**config.mk**
```make
export PLATFORM = sky130hd
export DESIGN_NAME = sysid_uptime_slave_flat
export DESIGN_NICKNAME = d
export VERILOG_FILES = /design/src/rtl/sysid_uptime_slave_if.sv /design/src/rtl/sysid_uptime_slave.sv /design/src/flat_wrapper.sv
export SDC_FILE = /design/constraint.sdc
export NUM_CORES = 1
export LEC_CHECK = 0
export CAP_MARGIN = 5
export CORE_MARGIN = 1.5
export CORE_UTILIZATION = 35
export DETAILED_ROUTE_END_ITERATION = 16
export SYNTH_ARGS = -nofsm -noshare
export SYNTH_HDL_FRONTEND = slang
export SYNTH_SLANG_ARGS = --single-unit
```
**constraint.sdc**
```tcl
create_clock -name clock -period 7.36 [get_ports clock]
set_input_delay 1.104 -clock clock [delete_from_list [all_inputs] [get_ports clock]]
set_output_delay 1.104 -clock clock [all_outputs]
set_load 0.01 [all_outputs]
```
**src/rtl/sysid_uptime_slave_if.sv**
```systemverilog
// Avalon-MM bus bundle for the system-ID / uptime slave.
// The master drives the command side; the slave returns the read response.
interface sysid_uptime_slave_if;
    logic [2:0]  address;
    logic        read;
    logic        write;
    logic [31:0] writedata;
    logic [3:0]  byteenable;
    logic [31:0] readdata;
    logic        readdatavalid;

    modport master (
        output address, read, write, writedata, byteenable,
        input  readdata, readdatavalid
    );

    modport slave (
        input  address, read, write, writedata, byteenable,
        output readdata, readdatavalid
    );
endinterface

```
**src/rtl/sysid_uptime_slave.sv**
```systemverilog
// System identification slave: fixed ID and build timestamp, a prescaled
// free-running uptime counter with a coherent 64-bit read snapshot,
// run/clear control, sticky wrap status and two scratch words.
// Reads complete with a fixed latency of one cycle; there is no waitrequest.
module sysid_uptime_slave #(
    parameter logic [31:0] SYSTEM_ID    = 32'h0000_0000,
    parameter logic [31:0] TIMESTAMP    = 32'h0000_0000,
    parameter int unsigned UPTIME_WIDTH = 48,     // legal 8..64
    parameter int unsigned PRESCALE     = 1       // legal 1..65535
) (
    input  logic                 clock,
    input  logic                 reset,
    sysid_uptime_slave_if.slave  avs
);

    typedef enum logic [2:0] {
        ADDR_ID        = 3'd0,
        ADDR_TIMESTAMP = 3'd1,
        ADDR_UPTIME_LO = 3'd2,
        ADDR_UPTIME_HI = 3'd3,
        ADDR_CONTROL   = 3'd4,
        ADDR_STATUS    = 3'd5,
        ADDR_SCRATCH0  = 3'd6,
        ADDR_SCRATCH1  = 3'd7
    } reg_addr_e;

    localparam logic [15:0] PCNT_LAST = 16'(PRESCALE - 1);

    // Byte-lane merge for the writable words.
    function automatic logic [31:0] be_merge(input logic [31:0] old_val,
                                             input logic [31:0] new_val,
                                             input logic [3:0]  be);
        logic [31:0] res;
        res = old_val;
        for (int b = 0; b < 4; b++) begin
            if (be[b]) res[8*b +: 8] = new_val[8*b +: 8];
        end
        return res;
    endfunction

    logic [15:0]             r_pcnt;
    logic [UPTIME_WIDTH-1:0] r_uptime;
    logic [31:0]             r_hi_shadow;
    logic                    r_run;
    logic                    r_wrap;
    logic [31:0]             r_scratch0;
    logic [31:0]             r_scratch1;
    logic [31:0]             r_readdata;
    logic                    r_readdatavalid;

    logic        w_tick;
    logic        w_clear;
    logic        w_wr_ctrl;
    logic        w_wr_stat;
    logic        w_wrap_evt;
    logic [63:0] w_uptime64;
    logic [31:0] w_rd_mux;

    // Tick, clear and wrap decode; clear suppresses a coincident tick.
    always_comb begin
        // NOTE: every always_comb output gets a default first so no path can infer a latch.
        w_uptime64 = 64'(r_uptime);
        w_wr_ctrl  = avs.write && (avs.address == ADDR_CONTROL) && avs.byteenable[0];
        w_wr_stat  = avs.write && (avs.address == ADDR_STATUS)  && avs.byteenable[0];
        w_clear    = w_wr_ctrl && avs.writedata[1];
        w_tick     = r_run && (r_pcnt == PCNT_LAST);
        w_wrap_evt = w_tick && !w_clear && (&r_uptime);
    end

    // Read mux over the current (pre-write) register values.
    always_comb begin
        w_rd_mux = '0;
        case (avs.address)
            ADDR_ID:        w_rd_mux = SYSTEM_ID;
            ADDR_TIMESTAMP: w_rd_mux = TIMESTAMP;
            ADDR_UPTIME_LO: w_rd_mux = w_uptime64[31:0];
            ADDR_UPTIME_HI: w_rd_mux = r_hi_shadow;
            ADDR_CONTROL:   w_rd_mux = {31'd0, r_run};
            ADDR_STATUS:    w_rd_mux = {31'd0, r_wrap};
            ADDR_SCRATCH0:  w_rd_mux = r_scratch0;
            ADDR_SCRATCH1:  w_rd_mux = r_scratch1;
            default:        w_rd_mux = '0;
        endcase
    end

    // Prescaler and uptime counter; run=0 freezes both, clear zeroes both.
    always_ff @(posedge clock or posedge reset) begin
        // NOTE: state is updated with non-blocking assignments so every block samples pre-edge values.
        if (reset) begin
            r_pcnt   <= '0;
            r_uptime <= '0;
        end else if (w_clear) begin
            r_pcnt   <= '0;
            r_uptime <= '0;
        end else if (w_tick) begin
            r_pcnt   <= '0;
            r_uptime <= r_uptime + UPTIME_WIDTH'(1);
        end else if (r_run) begin
            r_pcnt   <= r_pcnt + 16'd1;
        end
    end

    // Run bit and sticky wrap flag; a wrap in the same cycle as W1C keeps the flag set.
    always_ff @(posedge clock or posedge reset) begin
        if (reset) begin
            r_run  <= 1'b1;
            r_wrap <= 1'b0;
        end else begin
            if (w_wr_ctrl) r_run <= avs.writedata[0];
            if (w_wrap_evt) begin
                r_wrap <= 1'b1;
            end else if (w_wr_stat && avs.writedata[0]) begin
                r_wrap <= 1'b0;
            end
        end
    end

    // Scratch words with per-byte write enables.
    always_ff @(posedge clock or posedge reset) begin
        if (reset) begin
            r_scratch0 <= '0;
            r_scratch1 <= '0;
        end else if (avs.write) begin
            if (avs.address == ADDR_SCRATCH0)
                r_scratch0 <= be_merge(r_scratch0, avs.writedata, avs.byteenable);
            if (avs.address == ADDR_SCRATCH1)
                r_scratch1 <= be_merge(r_scratch1, avs.writedata, avs.byteenable);
        end
    end

    // One-cycle read response; reading the low word captures the high word for a coherent pair.
    always_ff @(posedge clock or posedge reset) begin
        if (reset) begin
            r_readdata      <= '0;
            r_readdatavalid <= 1'b0;
            r_hi_shadow     <= '0;
        end else begin
            r_readdatavalid <= avs.read;
            r_readdata      <= avs.read ? w_rd_mux : 32'd0;
            if (avs.read && (avs.address == ADDR_UPTIME_LO))
                r_hi_shadow <= w_uptime64[63:32];
        end
    end

    assign avs.readdata      = r_readdata;
    assign avs.readdatavalid = r_readdatavalid;

endmodule

```
**src/flat_wrapper.sv**
```systemverilog
// flat-port wrapper written by rule: the top's interface ports become plain ports
module sysid_uptime_slave_flat 
#(
    parameter logic [31:0] SYSTEM_ID    = 32'h0000_0000,
    parameter logic [31:0] TIMESTAMP    = 32'h0000_0000,
    parameter int unsigned UPTIME_WIDTH = 48,                   
    parameter int unsigned PRESCALE     = 1                        
)
  (clock, reset, avs_address, avs_read, avs_write, avs_writedata, avs_byteenable, avs_readdata, avs_readdatavalid);
  sysid_uptime_slave_if avs_i ();
  input  logic clock;
  input  logic reset;
  input wire logic [$bits(avs_i.address)-1:0] avs_address;
  input wire logic [$bits(avs_i.read)-1:0] avs_read;
  input wire logic [$bits(avs_i.write)-1:0] avs_write;
  input wire logic [$bits(avs_i.writedata)-1:0] avs_writedata;
  input wire logic [$bits(avs_i.byteenable)-1:0] avs_byteenable;
  output wire logic [$bits(avs_i.readdata)-1:0] avs_readdata;
  output wire logic [$bits(avs_i.readdatavalid)-1:0] avs_readdatavalid;
  assign avs_i.address = avs_address;
  assign avs_i.read = avs_read;
  assign avs_i.write = avs_write;
  assign avs_i.writedata = avs_writedata;
  assign avs_i.byteenable = avs_byteenable;
  assign avs_readdata = avs_i.readdata;
  assign avs_readdatavalid = avs_i.readdatavalid;
  sysid_uptime_slave #(.SYSTEM_ID(SYSTEM_ID), .TIMESTAMP(TIMESTAMP), .UPTIME_WIDTH(UPTIME_WIDTH), .PRESCALE(PRESCALE)) u_core (.clock(clock), .reset(reset), .avs(avs_i));
endmodule
```
Word level (Yosys, flattened, before mapping)
Index checks and enable logic that the tools add are counted.
Widths: inputs -> output; s select.
{ "word_totals": {"romBits": 0, "ramBits": 0, "in_bits": 43, "n_memories": 0, "output_inout_bits": 33, "latch_bits": 0, "register_bits": 179, "word_cells": 59} }
{ "classes": {"div_mod_pow": 0, "reduce_logical": 26, "n_mul": 0, "addsub": 2, "n_eq_ne": 7, "n_bitwise": 0, "n_shift": 0, "order_cmp": 0, "muxes": 9} }
{ "ops": {"columns": ["cell", "n"], "rows": [
  ["$pmux 32 s7", 1],
  ["$mux 48", 2],
  ["$add 48x1->48 const B", 1],
  ["$mux 16", 3],
  ["$reduce_and 48->1", 1],
  ["$mux 32", 1],
  ["$reduce_and 3->1", 8],
  ["$add 16x1->16 const B", 1],
  ["$logic_not 16->1", 1],
  ["$eq 3x3->1 const B", 4],
  ["$logic_and 1x1->1", 10],
  ["$eq 3x2->1 const B", 2],
  ["$reduce_bool 2->1", 2],
  ["$eq 3x1->1 const B", 1],
  ["$logic_not 3->1", 1],
  ["$reduce_bool 3->1", 1],
  ["$mux 1", 2],
  ["$reduce_or 2->1", 1],
  ["$logic_not 1->1", 1]
]} }

Logic depth before layout (Yosys ltp)
Gate-level depths: netlist of the first run.
{ "logic_depth": {"ltp_word": 8, "depth_mapped": 9, "depth_no_buf": 7} }

Worst setup path before layout of the first run
Ideal clock, no wire load.
{ "synth_path": {"path_type": "in2reg", "startpoint": "input avs_address[2]", "endpoint": "register u_core.r_hi_shadow[0]", "setup_slack_ns": 4.501, "stages": 4, "path_buffers": 2, "t_required_ns": 7.235, "arrival_time_ns": 2.734, "setup_time_ns": 0.125, "cell_sequence": "clkbuf_1 > nor3_1 > clkbuf_1 > mux2_2"} }
{ "synth_via": {"elab_chain_len": 2} }
{ "synth_lines": {"columns": ["element", "line", "text"], "rows": [
  ["start: declaration", "flat_wrapper.sv:13", "input wire logic [$bits(avs_i.address)-1:0] avs_address;"],
  ["$eq 3x2->1", "sysid_uptime_slave.sv:140", "if (avs.read && (avs.address == ADDR_UPTIME_LO))"],
  ["$logic_and 1x1->1", "sysid_uptime_slave.sv:140", null],
  ["end signal: assignment", "sysid_uptime_slave.sv:141", "r_hi_shadow <= w_uptime64[63:32];"],
  ["end: declaration", "sysid_uptime_slave.sv:43", "logic [31:0] r_hi_shadow;"]
]} }
Every way passes these cells.
A chain may end at the register's enable or synchronous reset.

Final worst setup path of the first run
{ "layout_path": {"startpoint": "register u_core.r_uptime[3]", "endpoint": "register u_core.r_uptime[43]"} }
{ "layout_via": {"elab_chain_len": 3} }
{ "layout_lines": {"columns": ["element", "line", "text"], "rows": [
  ["start: declaration", "sysid_uptime_slave.sv:42", "logic [UPTIME_WIDTH-1:0] r_uptime;"],
  ["start signal: assignment", "sysid_uptime_slave.sv:97", "r_uptime <= r_uptime + UPTIME_WIDTH'(1);"],
  ["$add 48x1->48", "sysid_uptime_slave.sv:97", null],
  ["$mux 48", "sysid_uptime_slave.sv:95", "end else if (w_tick) begin"],
  ["$mux 48", "sysid_uptime_slave.sv:92", "end else if (w_clear) begin"]
]} }
Every way passes these cells. The select of a mux whose other input is x is not followed.

==> results of run 1 <==
-- logic make-up after synthesis --
logic type / Yosys count / share of synthesized area
simple gates: 256 / 0.1643
flops: 179 / 0.5413
mux: 117 / 0.1766
compound gates: 78 / 0.05881
buf+inv: 47 / 0.02267
xor+xnor: 30 / 0.03175
fa+ha+maj: 3 / 0.004536
-- synthesized netlist by cell type (2+ instances only) --
master / instances
a21oi_1: 40
a221oi_1: 2
and2_1: 3
and3_1: 8
and4_1: 8
buf_1: 2
buf_2: 3
clkbuf_1: 29
dfrtp_1: 178
ha_1: 3
inv_1: 12
mux2_2: 82
mux2i_1: 20
mux4_2: 15
nand2_1: 46
nand3_1: 26
nand4_1: 13
nor2_1: 74
nor2b_1: 16
nor3_1: 13
nor4_1: 13
nor4b_1: 2
o21a_1: 2
o21ai_0: 5
o31a_1: 2
o31ai_1: 20
or3_1: 2
or4_1: 22
xnor2_1: 22
xor2_1: 8
-- registers in the layout, indices dropped and copies added, names as in the netlist --
register and count:
u_core.r_wrap 1, u_core.r_pcnt 16, u_core.avs.readdatavalid 1, u_core.r_scratch0 32
u_core.r_run 1, u_core.r_hi_shadow 16, u_core.r_uptime 48, u_core.r_scratch1 32
u_core.avs.readdata 32
-- area by class of cell --
class	instances	area, um^2	share of cell area
clock buffers	18	439.2	0.04435
clock inverters	14	135.1	0.01365
inverters	12	50.05	0.005054
multi-input cells	484	3613	0.3649
flip-flops and latches	179	4481	0.4524
well taps	319	399.1	0.04030
repair buffers	81	785.8	0.07934
-- power by group --
| group | switching (mW) | leakage [nW] | internal [mW] |
|---|---|---|---|
| clock | 0.433 | 0.283 | 0.460 |
| sequential | 0.179 | 2.26 | 1.18 |
| combinational | 0.220 | 1.57 | 0.285 |
| total | 0.832 | 4.11 | 1.93 |
-- worst max path at each step --
stage                                  end  slack, ns  depth (start not counted)
finish                 u_core.r_uptime[43]       4.39                          5
CTS                    u_core.r_uptime[42]       4.37                          7
floorplan           u_core.avs.readdata[0]       1.40                          1
global route           u_core.r_uptime[43]       4.17                          5
detailed placement       u_core.r_pcnt[10]       3.95                          6
global placement          u_core.r_pcnt[7]       4.00                          6
-- per-layer routing --
metal | vias up | track usage
met3 | 18 | 0.03489
li1 | 2717 | -
met4 | 0 | 0.03946
met5 | - | 0
met1 | 2939 | 0.2226
met2 | 125 | 0.2594
-- stage by stage --
step                        util  cells
after floorplan                -    710
after global placement    0.3998   1075
after detailed placement  0.3998   1075
after CTS                 0.4244   1107
after global routing      0.4244   1107
final                     0.4244   1107
==> reports/results.ini, run 1 <==
[power_and_ir_drop]
power.density_nw_per_um2=278.9
vdd_drop_max_uv=141.1
p_leak_nw=4.107
finalPower_mw=2.762

[setup_path]
crit_required_ns=7.71
cp_top_family=simple AND/OR/NAND/NOR gates
end_kind=register
path_max_fanout=31
setup.worst_path.start=u_core.r_uptime[3]
path_cells=and4_1 > and4_1 > nand3_1 > or4_1 > a21oi_1
worstSetupPathType=register to register
cp.arrival_ns=3.32
rrSetupSlack_ns=4.39
cp-start-kind=register
slowest_stage=nand3_1
crit_top_cell=and4_1
r2r-end=u_core.r_uptime[43]
r2r_start=u_core.r_uptime[3]
rr_worst_depth=5
crit_buf_inv=0
max_stage_delay_ns=0.77

[detailed_routing]
drc_errors=0
vias=5799
routed_wl_um=18650
ant_nets=0
drt_iter0_markers=390
dr_wl_met3_um=727
wl_met1_um=8822
wl_met2_um=8892
viasPerCell=5.238
dr.pass1.iters=5
top_layer=met4
post_drt_wl_per_cell_um=16.85

[placement]
gp_congestion=0.7602
post-place-ws_ns=3.951
port_buffers=75
place_area_um2=9329
dp_hpwl_um=12270

[clocking]
cts_tree=yes
cts_made_buffers=17
clock_latency_ns=0.44
ctsHoldBuffers=0
cts_setup_buffers=0
cts-htree-levels=4
cts_resized=0
cts_root_buffer=clkbuf_16
clkTransAtPathRegs_ns=0.08
clock_path_buffers=2
clkSinkCount=179

[global_route]
grt_pass1_wl_um=31130
grt_util_all_layers=0.1617
antenna_found_initial=0
first_global_vias=5834
grt-ovfl-total=0
grt_max_degree=108

[yosys]
synth_edf_count=0
synth-main-ff-cell=dfrtp_1
postSynthCellCount=710
synth_top_area_frac=0.5382
synthTopCellsByArea=dfrtp_1 (54%), mux2_2 (11%), mux4_2 (4.1%), nor2_1 (3.4%), a21oi_1 (2.4%)
synth_area_um2=8277
synth_cell_types=49
yosysWarnings=0
async_reset_ff_frac=1.000
syn_nets=756
syn_avg_cell_area_um2=11.66
synth_largest_area_cell=dfrtp_1
synth-seq-cells=179
yosysSeqAreaShare=0.5413

[sta]
rsz0062_at_grt=false
max_freq_mhz=336.7
finalCritPeriodShare=0.4035
fin_skew_ns=0.01834
tightest_slew_ns=1.104
fin_setup_tns_ns=0
finalMaxSlewViolations=0
slew_headroom=0.2623
min_period_ns=2.970
hold_viol=0
whs_ns=0.5062
setup_viol=0
fin_ws_ns=4.390

[layout]
final_cell_mix=dfrtp_1 (178), mux2_2 (82), nor2_1 (74)
drive_gt1_frac=0.1865
fin_nets=821
syn_to_final_growth_pct=19.65
stdcell_area_um2=9903
nFillCells=2216
layout_commonest_cell=dfrtp_1
n_antenna_cell=0

[die]
io_pins=76
start_util=0.3547
chipWidth_um=156.8
coreArea_um2=23330
rows=56
dieHeight_um=156.8
dieArea_um2=24580

[hold_path]
hold_end=u_core.r_scratch0[10]
whs_path_depth=1
hold_class=register to register
worstHoldStart=u_core.r_scratch0[10]

[run]
drv_cap=0

[outcome]
status=complete, no violations

Power figures use the tool's default switching activity.
==> run 2: changes to the inputs <==
==> constraint.sdc (replaced) <==
create_clock -name clock -period 2.86 [get_ports clock]
set_input_delay 0.429 -clock clock [delete_from_list [all_inputs] [get_ports clock]]
set_output_delay 0.429 -clock clock [all_outputs]
set_load 0.01 [all_outputs]
==> run 2 against run 1 <==
Count of clock-buffer cells in the layout down 1. Register-to-register slack worse by 4.1 ns. Final cell count up 2.3%. Worst setup slack worse by 4.1 ns. Clock power rose to 2.6 times the previous value. Die area unchanged. Cell area up 2.7%. Sequential power rose to 2.6 times the previous value. Wire length up 0.28%. Combinational power rose to 2.7 times the previous value. Sequential share of layout area down 1.2 points. Critical path type unchanged.
==> reports/results.ini, run 2 (synthesis results as in run 1) <==
[hold_path]
hold_class=input pin to async pin

[layout]
stdcell_area_um2=10170  ; +2.7%
seqCellArea_um2=4481  ; unchanged
drive_gt1_frac=0.2125  ; +0.02598
nFillCells=2169  ; -2.1%
syn_to_final_growth_pct=22.90
max_flop_register=u_core.r_uptime
layout_commonest_cell=dfrtp_1
largest_reg_flops=48  ; unchanged
fin_nets=847  ; +3.2%
n_antenna_cell=0  ; unchanged
final_cell_mix=dfrtp_1 (178), mux2_2 (82), nor2_1 (74)
multi_input_area_um2=3613  ; unchanged
utilization=0.4360  ; +0.01153

[clocking]
cts_resized=0  ; unchanged
clock_path_buffers=2  ; unchanged
cts_tree=yes
cts_setup_buffers=0  ; unchanged
clkSinkCount=179  ; unchanged
ctsHoldBuffers=0  ; unchanged
clkTransAtPathRegs_ns=0.07  ; about the same
cts_made_buffers=17  ; unchanged
cts_root_buffer=clkbuf_16
clock_latency_ns=0.44  ; about the same
cts-htree-levels=4  ; unchanged

[detailed_routing]
viasPerCell=5.152  ; -1.7%
vias=5837  ; +0.66%
drc_errors=0  ; unchanged
dr.pass1.iters=4  ; -1
ant_nets=0  ; unchanged
post_drt_wl_per_cell_um=16.51  ; -2.0%
routed_wl_um=18700  ; +0.28%
drt_iter0_markers=303  ; -22%

[placement]
dp_hpwl_um=13260  ; +8.1%
port_buffers=75  ; unchanged
gp_congestion=0.7734  ; +1.7%
place_area_um2=9585  ; +2.7%

[setup_path]
setup.worst_path.start=u_core.r_pcnt[0]
cp.arrival_ns=2.92  ; -0.40 ns
cp-start-kind=register
path_max_fanout=19  ; -39%
rr_worst_depth=7  ; +2
endpoint=u_core.r_uptime[44]
r2r-end=u_core.r_uptime[44]
crit_required_ns=3.23  ; -4.48 ns
worstSetupPathType=register to register
r2r_start=u_core.r_pcnt[0]
end_kind=register
rrSetupSlack_ns=0.30  ; -4.09 ns

[sta]
slew_headroom=0.5790  ; +0.3167
setup_viol=0  ; unchanged
fin_skew_ns=0.01044  ; -0.007902 ns
rsz0062_at_grt=false
finalMaxSlewViolations=0  ; unchanged
tightest_slew_ns=0.6315  ; -0.4720 ns
hold_viol=0  ; unchanged
min_period_ns=2.559  ; -0.4108 ns
finalCritPeriodShare=0.8949  ; +0.4913
fin_setup_tns_ns=0  ; unchanged
max_freq_mhz=390.7  ; +16%

[global_route]
grt_pass1_wl_um=31050  ; -0.24%
grt-ovfl-total=0  ; unchanged
antenna_found_initial=0  ; unchanged
grt_util_all_layers=0.1635  ; +0.001728
first_global_vias=5720  ; -2.0%
grt_max_degree=44  ; -59%

[die]
dieHeight_um=156.8  ; unchanged
io_pins=76  ; unchanged
chipWidth_um=156.8  ; unchanged
start_util=0.3547  ; unchanged
rows=56  ; unchanged
dieArea_um2=24580  ; unchanged
coreArea_um2=23330  ; unchanged

[power_and_ir_drop]
p_leak_nw=4.253  ; +3.6%
power.density_nw_per_um2=703.4  ; +150%
vdd_drop_max_uv=351.0  ; +150%

[run]
drv_cap=0  ; unchanged

[outcome]
status=complete, no violations

[run 2: worst min path at each step]
stage / startpoint / end / slack (ns)
finish: reset / u_core.avs.readdata[10] / 0.33
global route: reset / u_core.avs.readdata[10] / 0.36
CTS: reset / u_core.avs.readdata[10] / 0.33
detailed placement: u_core.r_scratch1[12] / u_core.r_scratch1[12] / 0.49
global placement: u_core.r_scratch0[2] / u_core.r_scratch0[2] / 0.48
floorplan: avs_read / u_core.avs.readdatavalid / 0.46
[run 2: final cells by class]
type                       count  area share
sequential                   179      0.4405
multi-input combinational    484      0.3552
timing repair buffer         107      0.1026
clock buffer                  17     0.04182
tap                          319     0.03924
clock inverter                15     0.01587
inverter                      12    0.004797
[run 2: metal layers]
layer,GRT usage,wire (um),share of wire,vias to the layer above
met1,0.2281,9011,0.48,2955
met4,0.04853,215,0.011,0
met3,0.03323,721,0.039,16
li1,-,-,-,2761
met2,0.2560,8755,0.47,105
met5,0,0,0,-
[run 2: worst max-delay path: stages (launching register included)]
cell and delay (ns):
dfrtp_1 0.44, inv_1 0.09, ha_1 0.13, or4b_4 0.46
nand4b_4 0.18, or2_1 0.46, or4_1 0.58, a21oi_1 0.15
[run 2: metrics by stage]
step | total power, mW | hold slack, ns | setup slack [ns] | cells
final | 7.155 | 0.3343 | 0.3007 | 1133
after global routing | 7.559 | 0.3643 | 0.09879 | 1133
after floorplan | 4.384 | 0.4604 | 0.1372 | 710
after global placement | 4.865 | 0.4820 | 0.3583 | 1101
after detailed placement | 4.911 | 0.4879 | 0.3103 | 1101
after CTS | 7.232 | 0.3345 | 0.2727 | 1133
[run 2: power breakdown]
| group | switching (mW) | internal (mW) |
|---|---|---|
| Clock | 1.13 | 1.18 |
| Combinational | 0.568 | 0.779 |
| Sequential | 0.455 | 3.05 |
| Total | 2.15 | 5.00 |
